## src/rtl/product_accumulator_pkg.sv

```systemverilog
// product_accumulator_pkg: shared widths, saturation constant and state encoding
package product_accumulator_pkg;
    localparam int PROD_W_D = 16;
    localparam int ACC_W_D  = 20;
    localparam int CNT_W_D  = 4;
    localparam logic [ACC_W_D-1:0] ACC_MAX_D = '1;
    typedef enum logic [1:0] {IDLE, ACCUM, HOLD} state_t;
endpackage

```

## src/rtl/product_accumulator_sat.sv

```systemverilog
// sat_adder: unsigned accumulator + product adder that clamps to all-ones on carry-out
module sat_adder #(
    parameter int ACC_W  = 20,
    parameter int PROD_W = 16
) (
    input  logic [ACC_W-1:0]  a,
    input  logic [PROD_W-1:0] b,
    output logic [ACC_W-1:0]  sum,
    output logic              ovf
);
    localparam logic [ACC_W-1:0] SAT = '1;
    logic [ACC_W:0] full;
    assign full = {1'b0, a} + (ACC_W+1)'(b);
    assign ovf  = full[ACC_W];
    assign sum  = ovf ? SAT : full[ACC_W-1:0];
endmodule

```

## src/rtl/product_accumulator.sv

```systemverilog
// product_accumulator: sums a programmable-length block of products into a saturating accumulator
module product_accumulator
    import product_accumulator_pkg::*;
#(
    parameter int PROD_W = PROD_W_D,
    parameter int ACC_W  = ACC_W_D,
    parameter int CNT_W  = CNT_W_D
) (
    input  logic              clk,
    input  logic              rst_n,
    input  logic              clear,
    input  logic              in_valid,
    output logic              in_ready,
    input  logic [PROD_W-1:0] in_product,
    input  logic [CNT_W-1:0]  len,
    output logic              out_valid,
    input  logic              out_ready,
    output logic [ACC_W-1:0]  out_sum,
    output logic              out_overflow
);
    state_t state, state_nx;
    logic [ACC_W-1:0] acc, add_sum;
    logic add_ovf, ovf, beat, take;
    logic [CNT_W:0] count, len_q, len_eff;

    assign in_ready     = state != HOLD;
    assign out_valid    = state == HOLD;
    assign out_sum      = acc;
    assign out_overflow = ovf;
    assign beat         = in_valid && in_ready;
    assign take         = out_valid && out_ready;
    assign len_eff      = (len == '0) ? {1'b1, {CNT_W{1'b0}}} : {1'b0, len};

    sat_adder #(.ACC_W(ACC_W), .PROD_W(PROD_W)) u_add (
        .a(acc), .b(in_product), .sum(add_sum), .ovf(add_ovf)
    );

    // next state: clear wins over any beat or result transfer
    always_comb begin
        state_nx = state;
        if (clear)
            state_nx = IDLE;
        else if (state == IDLE && beat)
            state_nx = (len_eff == (CNT_W+1)'(1)) ? HOLD : ACCUM;
        else if (state == ACCUM && beat && count + 1'b1 == len_q)
            state_nx = HOLD;
        else if (state == HOLD && take)
            state_nx = IDLE;
    end

    // state register
    always_ff @(posedge clk or negedge rst_n) begin
        if (!rst_n)
            state <= IDLE;
        else
            state <= state_nx;
    end

    // datapath: first beat loads, later beats add with sticky saturation
    always_ff @(posedge clk or negedge rst_n) begin
        if (!rst_n) begin
            acc   <= '0;
            count <= '0;
            len_q <= '0;
            ovf   <= 1'b0;
        end else if (clear) begin
            acc   <= '0;
            count <= '0;
            ovf   <= 1'b0;
        end else if (state == IDLE && beat) begin
            acc   <= ACC_W'(in_product);
            count <= (CNT_W+1)'(1);
            ovf   <= 1'b0;
            len_q <= len_eff;
        end else if (state == ACCUM && beat) begin
            acc   <= add_sum;
            ovf   <= ovf | add_ovf;
            count <= count + 1'b1;
        end
    end
endmodule

```

## config.mk

```make
export PLATFORM = sky130hd
export DESIGN_NAME = product_accumulator
export DESIGN_NICKNAME = d
export VERILOG_FILES = /design/src/rtl/product_accumulator_pkg.sv /design/src/rtl/product_accumulator_sat.sv /design/src/rtl/product_accumulator.sv
export SDC_FILE = /design/constraint.sdc
export NUM_CORES = 1
export LEC_CHECK = 0
export CAP_MARGIN = 0
export CORE_ASPECT_RATIO = 1.25
export CORE_UTILIZATION = 25
export DETAILED_ROUTE_END_ITERATION = 6
export SYNTH_ARGS = -nofsm -noshare
export SYNTH_HDL_FRONTEND = slang
export SYNTH_SLANG_ARGS = --single-unit
```

## constraint.sdc

```tcl
create_clock -name clk -period 4.1 [get_ports clk]
set_input_delay 0.82 -clock clk [delete_from_list [all_inputs] [get_ports clk]]
set_output_delay 0.82 -clock clk [all_outputs]
set_load 0.02 [all_outputs]
```

==> flow_summary.toml, run 1 <==
[run_status]
status = "completed"

[clock_tree]
cts_root_buffer = "clkbuf_16"
holdBufCountCts = 0
clk_pin_slew_ns = 0.06
clk_latency_ns = 0.28
cts_setup_buffers = 0
cts_tree = "yes"
cts.repair.resized = 0
cts.sinks = 33
cts_htree_levels = 2
clockBufferDepth = 2
cts_buffers = 5

[floorplan]
die_h_um = 115
start_util_pct = 26.0
core-area_sq_um = 9760
rows = 40
die_x_um = 92.1
dieArea_sq_um = 10600
ios = 48

[synthesis]
synth-compound-area-share_pct = 25.1
netlist_area_sq_um = 2540
synth_xor_area_share_pct = 6.90
synth_nets = 327
syn_avg_cell_area_sq_um = 8.94
synthAdderAreaFrac_pct = 9.17
netlist_instances = 284
seq_area_frac_synth_pct = 32.5
synthSimpleGateAreaFrac_pct = 18.6
ys_ff_latch = 33
synthFlopType = "dfrtp_1"
postSynth.asyncResetShare_pct = 100
synth_mux_area_share_pct = 3.01
synth_edf_count = 0
synth_top_family_by_area = "compound AO/OA/AOI/OAI gates"
ys.warnings.count = 0
ys_types = 51

[setup_path]
arrival_ns = 3.67
critical_path_class = "primary input to flop"
r2r_slack_ns = 1.30
worst_setup_path_start_kind = "primary input"
reg2reg_depth = 9
worstPathRequired_ns = 4.31
crit_fanout = 16
cp-end-kind = "flop"
r2r_start = "out_sum[0]"
r2r-end = "out_sum[9]"

[finish]
fin_cells = 452
antenna_cells = 0
area_growth_pct = 27.4
drive_above_1_share_pct = 9.82
n_fill_cell = 1039
final_nets = 368
post-route-util_pct = 33.1

[timing]
fin_crit_sh_pct = 84.4
setup_tns_ns = 0
worst_slack_ns = 0.640
rsz0062_at_grt = "false"
slew_headroom_pct = 37.1
setup_viol = 0
finClkSkew_ns = 0.00311
finalHoldViolCount = 0
fmax_mhz = 289
worstMarginPinSlew_ns = 0.941
period_minus_slack_ns = 3.46
final_max_slew_viol_count = 0

[route]
num_vias = 2261
wl_met1_um = 2790
wl_um = 6650
vias_per_cell = 5.00
dr.max_layer_used = "met4"
post_drt_wl_per_cell_um = 14.7
wl_met3_um = 290
met2_wirelength_um = 3480
drt_iter0_markers = 114
ant_nets = 0
drt-pass1-iter-count = 4
drc_errors = 0

[grt]
grtUsageTotal_pct = 13.3
gr-total-overflow = 0
grt_pass1_vias = 2287
grt_max_degree = 34
antenna_found_initial = 0
grt_pass1_wl_um = 11100

[placed_design]
gp_congestion = 0.881
portBuffers = 47
preCtsSetupSlack_ns = 0.294
place_hpwl_um = 5020
place_inst = 444

[worst_hold_path]
hold_start = "out_sum[14]"
holdCritPathClass = "flop to flop"
hold_depth = 2
hold_path_end = "out_sum[14]"

[power_and_ir_drop]
p_per_area_nw_per_um2 = 338
p_total_mw = 1.09
worst_ir_drop_vdd_mv = 0.157
p_leak_nw = 1.40

[run]
drv_cap = 0
## kinds of logic after synthesis
kind of cell / after synthesis
compound gates: 85
mux: 7
fa+ha+maj: 18
simple gates: 100
buf+inv: 21
flops: 33
xor+xnor: 20
## layout make-up
type / count / area, sq um / area share (%)
Clock buffer: 5 / 125 / 3.87
Clock inverter: 3 / 17.5 / 0.542
Inverter: 4 / 15.0 / 0.464
Multi-Input combinational cell: 230 / 1590 / 49.2
Sequential cell: 33 / 826 / 25.5
Tap cell: 126 / 158 / 4.87
Timing Repair Buffer: 51 / 500 / 15.5
## layer usage
layer / GRT usage (%) / vias to the layer above
li1: - / 1117
met1: 15.4 / 1085
met2: 24.2 / 51
met3: 2.99 / 8
met4: 4.38 / 0
met5: 0 / -
## registers in the layout (all words and copies together), names as in the netlist
register / flops
count: 5
len_q: 5
out_overflow: 1
out_sum: 20
state: 2
## Yosys cell counts, types with 6 or more instances
| cell | instances | share of area (%) |
|---|---|---|
| a21o_1 | 7 | 2.1 |
| a21oi_1 | 21 | 4.1 |
| buf_2 | 7 | 1.4 |
| clkbuf_1 | 6 | 0.89 |
| dfrtp_1 | 33 | 33 |
| ha_1 | 17 | 8.4 |
| nand2_1 | 50 | 7.4 |
| nand3_1 | 10 | 2.0 |
| nor2_1 | 11 | 1.6 |
| o21ai_0 | 18 | 3.5 |
| o221ai_2 | 10 | 5.9 |
| xnor2_1 | 12 | 4.1 |
| xor2_1 | 8 | 2.8 |
## power by group
| part | switching (mW) | internal, mW | total (mW) |
|---|---|---|---|
| Clock | 0.154 | 0.223 | 0.377 |
| Combinational | 0.187 | 0.150 | 0.337 |
| Sequential | 0.0261 | 0.353 | 0.379 |
## worst max-delay path, stage by stage
cell and delay (ns):
clkdlybuf4s50_1 0.50, ha_1 0.21, fa_1 0.21, and3_1 0.19, nor2_1 0.07, o31a_1 0.34
o31ai_4 0.25, or2_1 0.68, o221ai_1 0.25, nand2_1 0.14
## worst max-delay path by stage
stage | start | endpoint | slack (ns)
2_1_floorplan | in_product[0] | out_sum[10] | 1.24
3_3_place_gp | in_product[0] | out_sum[8] | 0.41
3_5_place_dp | in_product[0] | out_sum[9] | 0.29
4_1_cts | in_product[0] | out_sum[9] | 0.58
5_1_grt | in_product[0] | out_sum[9] | 0.39
6_report | in_product[0] | out_sum[9] | 0.64
## layout by cell type, fill, tap and decap left out, types with 7 or more instances in the layout
master and n:
o21ai_0 18, a21oi_1 21, nand2_1 50, a21o_1 7, o221ai_2 10, xor2_1 8
nor2_1 11, dfrtp_1 33, ha_1 17, clkdlybuf4s50_1 47, xnor2_1 12, nand3_1 10
## metrics by stage
stage	hold slack, ns	area, sq um
3_3_place_gp	0.487	3090
2_1_floorplan	0.469	2540
3_5_place_dp	0.492	3090
5_1_grt	0.530	3230
6_report	0.495	3230
4_1_cts	0.505	3230
(Power assumes the default switching activity.)
==> run 2: changes to the inputs <==
==> constraint.sdc (replaced) <==
create_clock -name clk -period 3.3 [get_ports clk]
set_input_delay 0.66 -clock clk [delete_from_list [all_inputs] [get_ports clk]]
set_output_delay 0.66 -clock clk [all_outputs]
set_load 0.02 [all_outputs]
==> flow_summary.toml, run 2 (synthesis results as in run 1) <==
[route]
vias_per_cell = 5.11
drc_errors = 0
drt_iter0_markers = 96
post_drt_wl_per_cell_um = 14.9
ant_nets = 0
num_vias = 2330
drt-pass1-iter-count = 4
wl_um = 6800

[grt]
gr-total-overflow = 0
grt_pass1_wl_um = 11100
grt_max_degree = 34
grt_pass1_vias = 2306
grtUsageTotal_pct = 13.2
antenna_found_initial = 0

[finish]
drive_above_1_share_pct = 10.6
n_fill_cell = 1001
area_growth_pct = 28.4
final_common_cell = "nand2_1"
post-route-util_pct = 33.4
final_nets = 372
layout_common_cells = "nand2_1 (50), clkdlybuf4s50_1 (47), dfrtp_1 (33)"
antenna_cells = 0
seqCellArea_sq_um = 826
multiInputGateArea_sq_um = 1590
largest_reg_flops = 20
fin_cells = 456

[timing]
period_minus_slack_ns = 2.95
final_max_slew_viol_count = 0
fin_crit_sh_pct = 89.4
finalHoldViolCount = 0
fmax_mhz = 339
setup_tns_ns = 0
fin_hold_ws_ns = 0.502
setup_viol = 0
finClkSkew_ns = 0.00377
rsz0062_at_grt = "false"
worstMarginPinSlew_ns = 1.09
worst_slack_ns = 0.351
slew_headroom_pct = 27.0

[setup_path]
cp_slowest_cell = "clkdlybuf4s50_1"
cp-end-kind = "flop"
reg2reg_depth = 10
r2r-end = "out_sum[8]"
crit_buf_inv = 2
critical_path_class = "primary input to flop"
crit_start = "in_product[0]"
path_cells = "clkdlybuf4s50_1 -> ha_1 -> fa_1 -> and3_1 -> nor2_1 -> o31a_1 -> o31ai_4 -> or2_1 -> buf_4 -> o221ai_1 -> nand2_1"
cp_top_family = "buffers and inverters"
arrival_ns = 3.11
r2r_slack_ns = 0.81
r2r_start = "out_sum[0]"
worstPathRequired_ns = 3.46
crit_fanout = 11
worst_setup_path_start_kind = "primary input"
crit_path_max_incr_delay_ns = 0.44

[power_and_ir_drop]
worst_ir_drop_vdd_mv = 0.209
p_per_area_nw_per_um2 = 414
p_leak_nw = 1.42

[placed_design]
portBuffers = 47
preCtsSetupSlack_ns = 0.0515
place_inst = 448
place_hpwl_um = 5070
gp_congestion = 0.867

[floorplan]
ios = 48
start_util_pct = 26.0
core-area_sq_um = 9760
die_h_um = 115
rows = 40
dieArea_sq_um = 10600
die_x_um = 92.1

[clock_tree]
holdBufCountCts = 0
cts.sinks = 33
cts_root_buffer = "clkbuf_16"
clk_latency_ns = 0.28
cts_htree_levels = 2
cts.repair.resized = 0
cts_tree = "yes"
cts_setup_buffers = 0
clockBufferDepth = 2
clk_pin_slew_ns = 0.05
cts_buffers = 5

[worst_hold_path]
hold_depth = 2
hold_path_end = "count[4]"
hold_start = "count[4]"
holdCritPathClass = "flop to flop"

[run]
drv_cap = 0

[run_status]
status = "completed"
[run 2: cell types whose count changed in the layout (fill, tap and decap cells not counted)]
cell	delta
clkinvlp_4	-1
clkbuf_1	+1
buf_4	+4
[run 2: layout make-up]
type	instances	share of cell area [%]
Multi-Input combinational cell	230	48.8
Sequential cell	33	25.3
Timing Repair Buffer	55	16.3
Tap cell	126	4.83
Clock buffer	6	3.95
Inverter	4	0.460
Clock inverter	2	0.307
[run 2: worst min-delay path, stage by stage (launching register included)]
cell	delay (ns)
dfrtp_1	0.35
nand2_1	0.05
o21ai_0	0.06
[run 2: layer usage]
layer,track usage [%],part of all wire (%),vias to the layer above
met5,0,0,-
met4,4.38,1.0,0
met3,3.19,5.5,8
met2,24.5,52,66
met1,14.8,41,1126
li1,-,-,1130
[run 2: worst max-delay path by stage]
stage | to | slack (ns) | depth (start not counted)
3_5_place_dp | out_sum[7] | 0.05 | 11
2_1_floorplan | out_sum[10] | 0.60 | 11
6_report | out_sum[8] | 0.35 | 11
4_1_cts | out_sum[9] | 0.34 | 11
3_3_place_gp | out_sum[8] | 0.08 | 11
5_1_grt | out_sum[7] | 0.20 | 11
[run 2: power by group]
part | switching [mW] | total [mW] | internal [mW] | leakage [nW]
combinational | 0.238 | 0.429 | 0.191 | 0.914
clock | 0.175 | 0.452 | 0.277 | 0.0706
sequential | 0.0291 | 0.468 | 0.439 | 0.440
total | 0.442 | 1.35 | 0.907 | 1.42
[run 2: through the flow]
stage	power, mW	cell area [sq um]
3_5_place_dp	0.906	3120
4_1_cts	1.36	3260
6_report	1.35	3260
2_1_floorplan	0.763	2540
5_1_grt	1.43	3260
3_3_place_gp	0.899	3120
